==> config.mk <==
export PLATFORM = sky130hd
export DESIGN_NAME = riscv_mul_writeback
export DESIGN_NICKNAME = d
export VERILOG_FILES = /design/src/rtl/riscv_mul_writeback.sv
export SDC_FILE = /design/constraint.sdc
export NUM_CORES = 1
export LEC_CHECK = 0
export ABC_AREA = 1
export CAP_MARGIN = 5
export CORE_AREA = 2 2 122 124
export CTS_BUF_LIST = sky130_fd_sc_hd__clkbuf_16
export DETAILED_ROUTE_END_ITERATION = 8
export DIE_AREA = 0 0 124 126
export DONT_BUFFER_PORTS = 1
export GPL_TIMING_DRIVEN = 0
export RECOVER_POWER = 100
export SYNTH_ARGS = -nofsm -noshare
export SYNTH_HDL_FRONTEND = slang
export SYNTH_SLANG_ARGS = --single-unit
==> constraint.sdc <==
create_clock -name clk -period 1.63 [get_ports clk]
set_input_delay 0.489 -clock clk [delete_from_list [all_inputs] [get_ports clk]]
set_output_delay 0.489 -clock clk [all_outputs]
set_load 0.03 [all_outputs]
==> src/rtl/riscv_mul_writeback.sv <==
// -----------------------------------------------------------------------------
// riscv_mul_writeback
//   Writeback stage that sits behind riscv_multiplier. Each issued
//   instruction's destination is carried through a two-stage tag pipeline
//   (S1, S2) whose depth matches the multiplier latency. In S2 the late
//   multiply result is merged with the ALU result and drives the
//   register-file write port in program order. RAW hazards against
//   destinations still in flight are detected at issue, and retired
//   instructions are counted.
//
//   Optional feature macro: WB_BYPASS_EN
//     defined   : ALU results in S1 and any result in S2 are forwarded to the
//                 issuing instruction's operands; only a dependency on a
//                 multiply still in S1 stalls.
//     undefined : no forwarding; any dependency on S1 or S2 stalls.
//
// Ports
//   clk, rst          core clock, synchronous active-high reset
//   hold              global freeze (shared with riscv_multiplier)
//   valid_i           instruction issued this cycle
//   opcode_i          instruction word, used to classify multiplies
//   rd/ra/rb_idx_i    destination and source register indices
//   ra_rf_i, rb_rf_i  register-file read data for ra/rb
//   alu_result_i      non-multiply result, valid in the issue cycle
//   mul_result_i      multiplier result, valid when the op sits in S2
//   ra/rb_value_o     operands after hazard resolution
//   stall_o           issuing instruction must not proceed
//   rf_we/waddr/wdata register-file write port
//   instret_o         retired-instruction counter (wraps)
// -----------------------------------------------------------------------------
module riscv_mul_writeback #(
   parameter int XLEN  = 32,
   parameter int CNT_W = 32
) (
   input  logic             clk,
   input  logic             rst,
   input  logic             hold,
   input  logic             valid_i,
   input  logic [31:0]      opcode_i,
   input  logic [4:0]       rd_idx_i,
   input  logic [4:0]       ra_idx_i,
   input  logic [4:0]       rb_idx_i,
   input  logic [XLEN-1:0]  ra_rf_i,
   input  logic [XLEN-1:0]  rb_rf_i,
   input  logic [XLEN-1:0]  alu_result_i,
   input  logic [XLEN-1:0]  mul_result_i,
   output logic [XLEN-1:0]  ra_value_o,
   output logic [XLEN-1:0]  rb_value_o,
   output logic             stall_o,
   output logic             rf_we_o,
   output logic [4:0]       rf_waddr_o,
   output logic [XLEN-1:0]  rf_wdata_o,
   output logic [CNT_W-1:0] instret_o
);

   // ---------------------------------------------------------------------------
   // Pipeline state
   // ---------------------------------------------------------------------------
   logic             v1_q,   v1_d;
   logic [4:0]       rd1_q,  rd1_d;
   logic             mul1_q, mul1_d;
   logic [XLEN-1:0]  alu1_q, alu1_d;

   logic             v2_q,   v2_d;
   logic [4:0]       rd2_q,  rd2_d;
   logic             mul2_q, mul2_d;
   logic [XLEN-1:0]  data2_q, data2_d;

   logic [CNT_W-1:0] instret_q, instret_d;

   // Only the major opcode, funct7 and the top funct3 bit classify a multiply
   // (funct3[2]==1 selects the divide/remainder family).
   logic unused_opcode_bits;
   assign unused_opcode_bits = ^{opcode_i[24:15], opcode_i[13:7]};

   logic is_mul;
   assign is_mul = (opcode_i[6:0] == 7'b0110011) &&
                   (opcode_i[31:25] == 7'b0000001) &&
                   !opcode_i[14];

   // ---------------------------------------------------------------------------
   // Hazard detection. x0 is never a real destination, so rd!=0 is part of
   // every match; that also keeps a source of x0 from ever matching.
   // ---------------------------------------------------------------------------
   logic hit_a1, hit_b1, hit_a2, hit_b2;
   assign hit_a1 = v1_q && (rd1_q != 5'd0) && (rd1_q == ra_idx_i);
   assign hit_b1 = v1_q && (rd1_q != 5'd0) && (rd1_q == rb_idx_i);
   assign hit_a2 = v2_q && (rd2_q != 5'd0) && (rd2_q == ra_idx_i);
   assign hit_b2 = v2_q && (rd2_q != 5'd0) && (rd2_q == rb_idx_i);

   // ---------------------------------------------------------------------------
   // Write port: the multiply result only becomes valid once the op is in S2,
   // so the merge happens here rather than at issue.
   // ---------------------------------------------------------------------------
   assign rf_wdata_o = mul2_q ? mul_result_i : data2_q;
   assign rf_waddr_o = rd2_q;
   // Gating with ~hold makes a frozen S2 write once, on the release cycle.
   assign rf_we_o    = v2_q && (rd2_q != 5'd0) && !hold;
   assign instret_o  = instret_q;

`ifdef WB_BYPASS_EN
   // A multiply in S1 has no result yet, so it is the only unresolvable case.
   assign stall_o = valid_i && ((hit_a1 && mul1_q) || (hit_b1 && mul1_q));

   // S1 is younger than S2, so it is checked first. A multiply hit in S1
   // falls through to the lower priorities, but stall_o is raised anyway.
   always_comb begin
      ra_value_o = ra_rf_i;
      if (hit_a1 && !mul1_q)
         ra_value_o = alu1_q;
      else if (hit_a2)
         ra_value_o = rf_wdata_o;
   end

   always_comb begin
      rb_value_o = rb_rf_i;
      if (hit_b1 && !mul1_q)
         rb_value_o = alu1_q;
      else if (hit_b2)
         rb_value_o = rf_wdata_o;
   end
`else
   assign stall_o    = valid_i && (hit_a1 || hit_b1 || hit_a2 || hit_b2);
   assign ra_value_o = ra_rf_i;
   assign rb_value_o = rb_rf_i;
`endif

   // ---------------------------------------------------------------------------
   // Next state. A stalled issue enters S1 as a bubble; the other S1 fields
   // are captured unconditionally since they are qualified by v1.
   // ---------------------------------------------------------------------------
   logic acc;
   assign acc = valid_i && !stall_o;

   always_comb begin
      v1_d      = v1_q;
      rd1_d     = rd1_q;
      mul1_d    = mul1_q;
      alu1_d    = alu1_q;
      v2_d      = v2_q;
      rd2_d     = rd2_q;
      mul2_d    = mul2_q;
      data2_d   = data2_q;
      instret_d = instret_q;
      if (!hold) begin
         v1_d    = acc;
         rd1_d   = rd_idx_i;
         mul1_d  = is_mul;
         alu1_d  = alu_result_i;
         v2_d    = v1_q;
         rd2_d   = rd1_q;
         mul2_d  = mul1_q;
         data2_d = alu1_q;
         // x0 destinations still retire, so count on v2 alone.
         if (v2_q)
            instret_d = instret_q + CNT_W'(1);
      end
   end

   always_ff @(posedge clk) begin
      if (rst) begin
         v1_q      <= 1'b0;
         rd1_q     <= 5'd0;
         mul1_q    <= 1'b0;
         alu1_q    <= '0;
         v2_q      <= 1'b0;
         rd2_q     <= 5'd0;
         mul2_q    <= 1'b0;
         data2_q   <= '0;
         instret_q <= '0;
      end else begin
         v1_q      <= v1_d;
         rd1_q     <= rd1_d;
         mul1_q    <= mul1_d;
         alu1_q    <= alu1_d;
         v2_q      <= v2_d;
         rd2_q     <= rd2_d;
         mul2_q    <= mul2_d;
         data2_q   <= data2_d;
         instret_q <= instret_d;
      end
   end

endmodule

==> out/metrics.cfg <==
[run_status]
status = finished with violations
violations = negative setup slack

[routing]
post_drt_wl_per_cell_um = 15.76
ant_nets = 0
vias = 5061
drc = 0
wl_mm = 16.12
drtPass1Iterations = 4
drt_iter0_markers = 226
viasPerCell = 4.947

[timing]
finalSetupViolCount = 51
fin_ws_ps = -456.9
fmax_ghz = 0.4792
timing.final.crit_share_pct = 128.0
hold_viol = 0
skew_ps = 5.760
finalWorstPathRequiredPeriod_ps = 2087
drv_slew = 0
tightest_slew_ps = 590.6
rsz0062_at_grt = true
relSlewSlack_pct = 60.63
tns_ps = -7014

[yosys]
ys_top_cells_by_count = nand2_1 (137), nor2_1 (121), o21ai_0 (120)
syn_inst = 808
syn_area_per_cell_sq_um = 6.882
synthTopCellsByArea = dfxtp_1 (40%), o21ai_0 (11%), nand2_1 (9.2%), buf_4 (8.6%), nor2_1 (8.2%)
synth-edff-count = 0
ys_types = 32
netlist_area_sq_um = 5560
synth_ff_type = dfxtp_1
synth_top_cell_by_area = dfxtp_1
synth.most_common_cell = nand2_1
synth_top_area_share_pct = 39.60
syn_nets = 988
synth_seq_cells = 110
ys_seq_area_share_pct = 39.60
synthArstFlopShare_pct = 0
synth.yosys.warnings = 0

[cells_and_area]
drive_above_1_share_pct = 21.10
nets = 1014
syn2layout_area_growth_pct = 24.75
stdcell_count = 1023
n_antenna_cell = 0
fill_cells = 1443
fin_util_pct = 48.46

[die]
die-area_sq_um = 15620
die_height_um = 126
core_sq_um = 14310
die_w_um = 124
fp-row-count = 44
start_util_pct = 38.85
ios = 314

[power_and_ir_drop]
ir_worst_vdd_mv = 0.4628
total_power_mw = 6.208
leakage_nw = 2.812
p_per_area_nw_per_um2 = 894.9

[flow_run]
drv_cap = 0

[worst_setup_path]
crit_path_end_kind = primary output
crit_top_cell = nand2_2
timing.rr.start = instret_o[4]
cpPeakStageDelay_ps = 430
path_class = reg2out
critPathMaxFanout = 4
critPathArrivalTime_ps = 1600
start_kind = flop
crit_start = rf_waddr_o[0]
path_cells = inv_4, nand2_2, nand2_2, nor2_4, nand3_2, nand2_2, nand2_4, a21oi_4
required_ps = 1140
cpMaxStageDelayCell = dfxtp_4

[clock_tree]
cts.sinks = 110
clockBufferDepth = 2
clock_latency_ps = 360
path_clk_slew_ps = 80
cts_tree = built
cts_root_buf = clkbuf_16
numCtsBuffers = 9
htree_levels = 3

[placed_design]
place.port_buffers = 0
post-place-cells = 992
routabilityCongestion = 0.8047
place_ws_ps = -474.7
dp_hpwl_mm = 11.15

[grt]
antenna_found_initial = 1
grt_first_pass_wirelength_mm = 23.88
grt_pass1_vias = 4677
grt_max_degree = 21
grtUsageTotal_pct = 19.71
overflow = 0

[min_path]
holdCritStartpoint = alu_result_i[14]
hold_path.class = in2reg

## worst max-delay path: cells and delay by family, from the launching register on
family,cells,cell delay (ps)
and+or+nand+nor,6,470
DFF,1,430
AOI/OAI and AO/OA,1,280
buffers and inverters,1,60
## registers in the layout, indices dropped and copies added (netlist names)
register / flops
v2_q: 1
mul2_q: 1
instret_o: 32
mul1_q: 1
data2_q: 32
rd1_q: 5
rf_waddr_o: 5
alu1_q: 32
v1_q: 1
## cell usage in the layout, fill, tap and decap left out, types with 18 or more instances in the layout
cell type,instances
a21oi_1,59
o21ai_4,32
dfxtp_1,84
nand2_4,28
nor2_1,114
o21ai_0,85
clkbuf_1,84
inv_1,78
clkbuf_16,18
nand2_1,97
## final timing paths
kind                   endpoint  slack, ps  cells after the start
hold reg to reg          mul1_q        470                      2
setup reg to reg  instret_o[30]       -220                      8
setup / recovery        stall_o       -460                      8
hold / removal       alu1_q[14]        280                      2
## metrics by stage
step                      cell area [sq um]  hold slack [ps]
after floorplan                        5607            428.2
after global placement                 5837            442.5
after detailed placement               5837            451.0
after CTS                              7096            266.0
after global routing                   6937            281.8
final                                  6937            280.4
## kinds of logic after synthesis
| group | after synthesis | synth area share, % |
|---|---|---|
| xor+xnor | 12 | 1.890 |
| buf+inv | 187 | 17.06 |
| flops | 110 | 39.60 |
| compound gates | 187 | 16.97 |
| fa+ha+maj | 1 | 0.2250 |
| simple gates | 311 | 24.26 |
## cell type report
cell class,count,area [sq um],share of cell area [%]
Tap cell,184,230.2,3.319
Multi-Input combinational cell,511,3088,44.52
Inverter,88,344.1,4.960
Sequential cell,110,2265,32.65
Timing Repair Buffer,16,230.2,3.319
Clock buffer,9,225.2,3.247
Clock inverter,7,62.56,0.9019
Buffer,98,491.7,7.089
## repair_timing
| item | CTS | global route |
|---|---|---|
| hold buffers | 0 | 0 |
| gates cloned | 6 | 0 |
| buffers inserted | 11 | 1 |
| pin swaps | 40 | 32 |
| setup endpoints to repair | 53 | 61 |
| resized for setup | 193 | 62 |
## routing by layer
layer | track usage, % | wire length (um) | up-vias | part of all wire, %
li1 | - | - | 2569 | -
met1 | 22.25 | 6240 | 2300 | 39
met2 | 35.55 | 8368 | 170 | 52
met3 | 5.616 | 1245 | 20 | 7.7
met4 | 5.882 | 252 | 2 | 1.6
met5 | 0 | 13 | - | 0.081
## power by group
group	internal, mW	switching [mW]	leakage, nW
combinational	0.343	0.777	1.75
sequential	2.81	0.0887	0.920
clock	1.08	1.12	0.140
total	4.23	1.98	2.81
Note: power is estimated with default switching activity, not from simulation.
